<file path="src/rtl/addsub_issuer.sv">
// Initiator-side sequencer for the dual-lane 4-bit add/sub unit: accepts a request,
// holds operands on the unit until it reports done, then returns the result.
module addsub_issuer #(
  parameter int unsigned TIMEOUT = 15,
  parameter int unsigned BLANK   = 1
) (
  input  logic       clk,
  input  logic       rst,
  input  logic       req_valid,
  output logic       req_ready,
  input  logic [7:0] req_a,
  input  logic [7:0] req_b,
  input  logic [1:0] req_op,
  output logic       rsp_valid,
  input  logic       rsp_ready,
  output logic [7:0] rsp_data,
  output logic [1:0] rsp_code,
  output logic       busy,
  output logic [7:0] au_in1,
  output logic [7:0] au_in2,
  output logic [1:0] au_op,
  input  logic [7:0] au_out,
  input  logic       au_done
);

  localparam int unsigned CW = $clog2(TIMEOUT + 1);
  localparam logic [CW-1:0] BLANK_C   = CW'(BLANK);
  localparam logic [CW-1:0] TMO_LAST  = CW'(TIMEOUT - 1);
  localparam logic [CW-1:0] TMO_SAT   = CW'(TIMEOUT);

  localparam logic [1:0] CODE_OK      = 2'b00;
  localparam logic [1:0] CODE_ILLEGAL = 2'b01;
  localparam logic [1:0] CODE_TIMEOUT = 2'b10;

  typedef enum logic [1:0] {
    S_IDLE = 2'd0,
    S_WAIT = 2'd1,
    S_RESP = 2'd2
  } state_e;

  state_e        state_q, state_d;
  logic [CW-1:0] cnt_q, cnt_d;
  logic [7:0]    au_in1_q, au_in1_d;
  logic [7:0]    au_in2_q, au_in2_d;
  logic [1:0]    au_op_q, au_op_d;
  logic          rsp_valid_q, rsp_valid_d;
  logic [7:0]    rsp_data_q, rsp_data_d;
  logic [1:0]    rsp_code_q, rsp_code_d;

  always_comb begin
    state_d     = state_q;
    cnt_d       = cnt_q;
    au_in1_d    = au_in1_q;
    au_in2_d    = au_in2_q;
    au_op_d     = au_op_q;
    rsp_valid_d = rsp_valid_q;
    rsp_data_d  = rsp_data_q;
    rsp_code_d  = rsp_code_q;

    unique case (state_q)
      S_IDLE: begin
        if (req_valid) begin
          if (!req_op[1]) begin
            au_in1_d = req_a;
            au_in2_d = req_b;
            au_op_d  = req_op;
            cnt_d    = '0;
            state_d  = S_WAIT;
          end else begin
            // Illegal opcode: answer locally, unit operands keep the last legal launch.
            rsp_data_d  = '0;
            rsp_code_d  = CODE_ILLEGAL;
            rsp_valid_d = 1'b1;
            state_d     = S_RESP;
          end
        end
      end
      S_WAIT: begin
        // Done is checked before timeout so a completion on the last cycle still wins.
        if (cnt_q >= BLANK_C && au_done) begin
          rsp_data_d  = au_out;
          rsp_code_d  = CODE_OK;
          rsp_valid_d = 1'b1;
          state_d     = S_RESP;
        end else if (cnt_q >= TMO_LAST) begin
          rsp_data_d  = '0;
          rsp_code_d  = CODE_TIMEOUT;
          rsp_valid_d = 1'b1;
          state_d     = S_RESP;
        end
        if (cnt_q != TMO_SAT) begin
          cnt_d = cnt_q + 1'b1;
        end
      end
      S_RESP: begin
        if (rsp_ready) begin
          rsp_valid_d = 1'b0;
          state_d     = S_IDLE;
        end
      end
      default: state_d = S_IDLE;
    endcase
  end

  always_ff @(posedge clk or posedge rst) begin
    if (rst) begin
      state_q     <= S_IDLE;
      cnt_q       <= '0;
      au_in1_q    <= '0;
      au_in2_q    <= '0;
      au_op_q     <= '0;
      rsp_valid_q <= 1'b0;
      rsp_data_q  <= '0;
      rsp_code_q  <= '0;
    end else begin
      state_q     <= state_d;
      cnt_q       <= cnt_d;
      au_in1_q    <= au_in1_d;
      au_in2_q    <= au_in2_d;
      au_op_q     <= au_op_d;
      rsp_valid_q <= rsp_valid_d;
      rsp_data_q  <= rsp_data_d;
      rsp_code_q  <= rsp_code_d;
    end
  end

  assign req_ready = (state_q == S_IDLE);
  assign busy      = (state_q != S_IDLE);
  assign rsp_valid = rsp_valid_q;
  assign rsp_data  = rsp_data_q;
  assign rsp_code  = rsp_code_q;
  assign au_in1    = au_in1_q;
  assign au_in2    = au_in2_q;
  assign au_op     = au_op_q;

endmodule
</file>
<file path="config.mk">
export PLATFORM = sky130hd
export DESIGN_NAME = addsub_issuer
export DESIGN_NICKNAME = d
export VERILOG_FILES = /design/src/rtl/addsub_issuer.sv
export SDC_FILE = /design/constraint.sdc
export NUM_CORES = 1
export LEC_CHECK = 0
export ABC_AREA = 1
export CAP_MARGIN = 30
export CORE_MARGIN = 3
export CORE_UTILIZATION = 46
export DETAILED_ROUTE_END_ITERATION = 7
export PLACE_DENSITY = 0.84
export SKIP_LAST_GASP = 1
export SYNTH_ARGS = -nofsm -noshare
export SYNTH_HDL_FRONTEND = slang
export SYNTH_SLANG_ARGS = --single-unit
</file>
<file path="constraint.sdc">
create_clock -name clk -period 4.74 [get_ports clk]
set_input_delay 0.948 -clock clk [delete_from_list [all_inputs] [get_ports clk]]
set_output_delay 0.948 -clock clk [all_outputs]
set_load 0.005 [all_outputs]
</file>
# After elaboration in Yosys (flattened, before gate mapping)
# Cells that the tools add are included.
# classes
addsub	1
mul	0
div	0
magnitude_cmp	2
eq_ne	9
shift	0
n_mux	25
bitwise	1
n_reduce_logical	10
# op_table
op	count
$mux 8	4
$mux 2	8
$pmux 8 s2	1
$mux 4	3
$ne 2x2->1 const B	4
$pmux 4 s2	1
$reduce_and 4->1	2
$pmux 2 s3	1
$reduce_and 3->1	2
$mux 1	5
$reduce_and 5->1	1
$add 4x1->4 const B	1
$ge 4x1->1 const B	1
$ge 4x4->1 const B	1
$ne 4x4->1 const B	1
$pmux 2 s2	1
$reduce_bool 2->1	2
$ne 3x3->1 const B	1
$pmux 1 s3	1
$reduce_bool 3->1	1
$eq 2x1->1 const B	1
$eq 2x2->1 const B	1
$logic_not 2->1	1
$ne 2x1->1 const B	1
other kinds (2)	2
# word_totals
regBits	34
latch_bits	0
mem_bits_rw	0
mem_bits_ro	0
inputBits	31
output_inout_bits	31
wordCells	56
mem_count	0

# Logic depth before layout (Yosys ltp)
# depth
word_depth	4
ltp_mapped	11
mapped_depth_nobuf	10

# Worst setup path after synthesis
# Ideal clock, no wire load.
# synth_timing
kind	input to register
from	in req_op[1]
to	reg au_in1_q[0] (netlist: au_in1[0])
setup_time_ps	117
arrival_ps	1640
t_required_ps	4623
path_slack_ps	2983
path_stages	7
n_path_buf	1
path_cell_list	inv_1 > nand2_1 > a21oi_4 > nand2_4 > buf_6 > nand2_1 > nand2_1
# synth_via
elab_chain_cells	2
# synth_lines
element	line_no	source
from (decl)	13	input logic [1:0] req_op,
$not 1->1 (no source line)	-	
$reduce_and 3->1 (no source line)	-	
to (signal assigned)	118	au_in1_q <= au_in1_d;
to (decl)	43	logic [7:0] au_in1_q, au_in1_d;
# No other way between the ends.
# A chain may end at the register's enable or synchronous reset.

# Final worst setup path
# layout_timing
from	reg state_q[0]
to	out req_ready
# layout_via
elab_chain_cells	1
# layout_lines
element	line_no	source
from (decl)	41	state_e state_q, state_d;
from (signal assigned)	116	state_q <= state_d;
$logic_not 2->1	127	assign req_ready = (state_q == S_IDLE);
to (decl)	10	output logic req_ready,
# No other way between the ends.

==> results.md <==
CTS:
- The setup fix buffers added after clock tree synthesis is 0.
- No sink is reached through more buffers than the 2 on the longest clock path.
- The number of gates resized after CTS is 0.
- The number of clock sinks seen by CTS is 34.
- TritonCTS built the clock tree.
- In this run, post-CTS hold repair placed 0 buffers.
- The clock transition at the registers of the reported paths is around 0.1 ns.
- The tree is rooted in a sky130_fd_sc_hd__clkbuf_4.
- The CTS H-tree depth is 2.
- The CTS buffer count is 5.
- The clock latency at the later pin of the worst-skew pair is 0.34 ns.

Worst hold path:
- The worst hold path passes through 2 cells.
- The path class of the lowest-slack min-delay path is reg -> reg.

Placed design:
- The setup slack after placement is 2.06 ns.
- Routability-driven placement finished with a final weighted congestion of 0.799.
- Summing all placed instances gives a cell area of 2180 um2.
- Summed over all nets, the half-perimeter wirelength after detailed placement is 2.56 mm.
- In this run the tool buffered the top-level ports with 60 buffer cells.
- The number of placed instances, taps included, is 278.

Floorplan:
- The die covers 4140 um2.
- The area of the placeable core is 3150 um2.
- The effective utilization at floorplan is 49.6%.
- From left edge to right edge, the die measures 64.3 um.
- The number of cell rows is 20.
- Measured along the y axis, the die boundary spans 64.3 um.
- 62 I/O pins were placed.

GRT:
- The global-route wire length before repair is about 6.1 mm.
- The number of antenna violations at the first check in global routing is 0.
- The global routing usage summed across all routing layers is 19.4%.
- The number of global-route vias before repair came to 1378.
- Entering global routing, the biggest net connects 35 pins.
- For this run the aggregate overflow at the end of global routing stands at 0.

Timing:
- The achievable frequency is 406 MHz.
- The fraction of the cycle the final worst path needs is 52.0%.
- The worst pin sits at a relative slew slack of between 50 and 60%.
- Setup repair after global routing left no endpoint under its margin.
- The final worst-path setup slack is 2.28 ns.
- Setup violations remaining at the end of the flow were counted as 0.
- Clock skew on the completed layout was measured at approximately 0.013 ns.
- The final critical delay including setup and external delays is 2.46 ns.
- The final hold slack is 0.488 ns.
- The final max-slew violation count came to 0.
- The hold violation count in the final report is 0.
- For the pin with the worst max-slew slack, the measured transition is 0.621 ns.
- In the final timing run, aggregate negative setup slack is 0 ns.

Pwr:
- The power share of the sequential group is 37.2%.
- The relative contribution of combinational cells to total power is 50.5%.
- The static leakage is 1.10 nW.
- The largest vdd supply drop is 0.328 mV.
- Of the total power, the share spent switching nets is 38.7%.
- The power density normalized to cell area is 620 nW/um2.
- The part of the power in the clock network is around 12%.
- After layout, the design draws a total of 1.39 mW.
- The power spent charging and discharging nets is approximately 0.54 mW.
- Cell internal power was estimated by the tool at 0.850 mW.

Critical path:
- The number of cells on the worst reg-to-reg path is 7.
- The required arrival time at the worst endpoint is 3.79 ns.
- STA classifies the critical path endpoint as an output pin.
- The worst setup path is launched from a flop.
- For the worst setup path, the data arrival time is 1.51 ns.
- The maximum fanout along the worst path is 4.
- The kind of critical path is reg -> out.

Routing:
- The initial DRC count is 107.
- The count of nets left with antenna violations once routing finished came out at 0.
- The routed layout has between 1000 and 1500 vias.
- The total iterations of the first detailed-routing run is 4.
- The routed length per instance is 12.7 um.
- The via count normalized by instance count is 4.81.
- For this run, design rule violations remaining after detail routing come to 0.
- The routed wire length is ~3.6 mm.

Yosys:
- The number of synthesized flops with an enable pin is 0.
- The synthesized cell area is 1570 um2.
- Counting flops and latches in the post-synthesis netlist gives 34.
- Counting flops with an async set or reset pin after synthesis yields a share of 100%.
- The synthesized area divided by synthesized cell count is 8.70 um2.
- By instance count, the leading cell after synthesis is sky130_fd_sc_hd__nand2_1.
- The count of cell types in the netlist is 24.
- Sorting the synthesized cells by area gives the leading types as sky130_fd_sc_hd__dfrtp_1 54%, sky130_fd_sc_hd__nand2_1 16%, sky130_fd_sc_hd__nand3_1 7.0%, sky130_fd_sc_hd__o21ai_0 4.8%, sky130_fd_sc_hd__ha_1 3.2%.
- The area share of the largest cell type after synthesis is a little over half.
- Of the synthesized area, sequential elements account for 54.4%.
- By count the netlist is led by 66 x sky130_fd_sc_hd__nand2_1, 34 x sky130_fd_sc_hd__dfrtp_1, 22 x sky130_fd_sc_hd__nand3_1.
- During synthesis, Yosys emitted a total of 0 warnings.
- Synthesis produced a netlist whose cell count is 180.
- The largest total area in the synthesized netlist belongs to sky130_fd_sc_hd__dfrtp_1.
- The commonest register cell after synthesis is sky130_fd_sc_hd__dfrtp_1.
- Synthesis produced a netlist with a net count of approximately 220.

Layout:
- From synthesis to final layout, the design area changed by 43.0%.
- The non-filler instance count after layout is 286.
- The post-route netlist has 7.85% of its cells at a drive strength greater than 1.
- After the last flow step, the layout net total stands at 276.
- Cells fill a little under three quarters of the core in the end.
- The post-route cell area is around 2200 um2.
- 0 antenna diodes ended up in the layout.

Run:
- The tool flagged a number of max-cap violations equal to 0.

Run status:
- The flow ran to the end, and the final reports show no timing, DRC or antenna violations.
==> layout by cell type (no fill, tap or decap) <==
master,n
sky130_fd_sc_hd__nor2_2,2
sky130_fd_sc_hd__clkinv_2,1
sky130_fd_sc_hd__nand2_1,66
sky130_fd_sc_hd__nor2_1,4
sky130_fd_sc_hd__conb_1,1
sky130_fd_sc_hd__xor2_1,1
sky130_fd_sc_hd__clkbuf_4,5
sky130_fd_sc_hd__clkbuf_1,1
sky130_fd_sc_hd__or2_2,2
sky130_fd_sc_hd__dfrtp_1,34
sky130_fd_sc_hd__a21oi_4,1
sky130_fd_sc_hd__buf_4,1
sky130_fd_sc_hd__nand3_1,22
sky130_fd_sc_hd__inv_1,10
sky130_fd_sc_hd__o21ai_2,1
sky130_fd_sc_hd__clkdlybuf4s50_1,60
sky130_fd_sc_hd__nor2_4,1
sky130_fd_sc_hd__nand3b_1,1
sky130_fd_sc_hd__nand2_4,1
sky130_fd_sc_hd__o21ai_0,15
sky130_fd_sc_hd__ha_1,4
sky130_fd_sc_hd__o21a_1,1
sky130_fd_sc_hd__o21ai_1,1
sky130_fd_sc_hd__clkbuf_8,1
sky130_fd_sc_hd__nand4_1,2
sky130_fd_sc_hd__inv_2,3
==> worst paths after layout <==
path                            slack (ns)        from          end
worst min-delay path                  0.49   au_in1[2]    au_in1[2]
min in group asynchronous             0.98         rst  rsp_data[3]
max in group asynchronous             3.44         rst  rsp_code[1]
worst max register to register        2.84    cnt_q[0]    au_in1[4]
worst min register to register        0.49   au_in1[2]    au_in1[2]
worst max-delay path                  2.28  state_q[0]    req_ready
==> power by group through the flow <==
stage               combinational [mW]  sequential [mW]  clock [mW]
CTS                              0.712            0.517       0.174
global placement                 0.684            0.517           0
finish                           0.701            0.516       0.171
global route                     0.786            0.537       0.188
floorplan                        0.377            0.519           0
detailed placement               0.712            0.519           0
==> layer usage <==
metal / vias up / track usage (%) / wire, um
met1: 620 / 22.7 / 1590
met4: 0 / 11.1 / 52
met3: 5 / 5.27 / 244
met2: 54 / 32.0 / 1740
met5: - / 0 / 0
li1: 696 / - / -
==> cell type report <==
type                            instances  area, um2
Clock buffer                            7       55.1
Clock inverter                          1       5.00
Fill cell                             290        915
Inverter                               13       48.8
Multi-Input combinational cell        126        616
Sequential cell                        34        851
Tap cell                               44       55.1
Timing Repair Buffer                   61        608
==> cells by family (layout without fill, tap and decap cells) <==
family,Yosys count,in the layout,synth area share [%]
compound gates,19,19,7.19
xor+xnor,1,1,0.560
fa+ha+maj,4,4,3.20
buf+inv,20,82,6.31
flops,34,34,54.4
other cells,1,1,0.240
simple gates,101,101,28.1
==> critical path, cell delays in order, from the launching register on <==
cell	delay, ns
sky130_fd_sc_hd__dfrtp_1	0.44
sky130_fd_sc_hd__nor2_2	0.20
sky130_fd_sc_hd__clkdlybuf4s50_1	0.54
==> registers in the layout (all words and copies together) (netlist names) <==
signal,flops
rsp_data,8
rsp_valid,1
state_q,2
rsp_code,2
au_op,1
au_in1,8
au_in2,8
cnt_q,4
No activity file was read; power rests on OpenSTA's default activity.
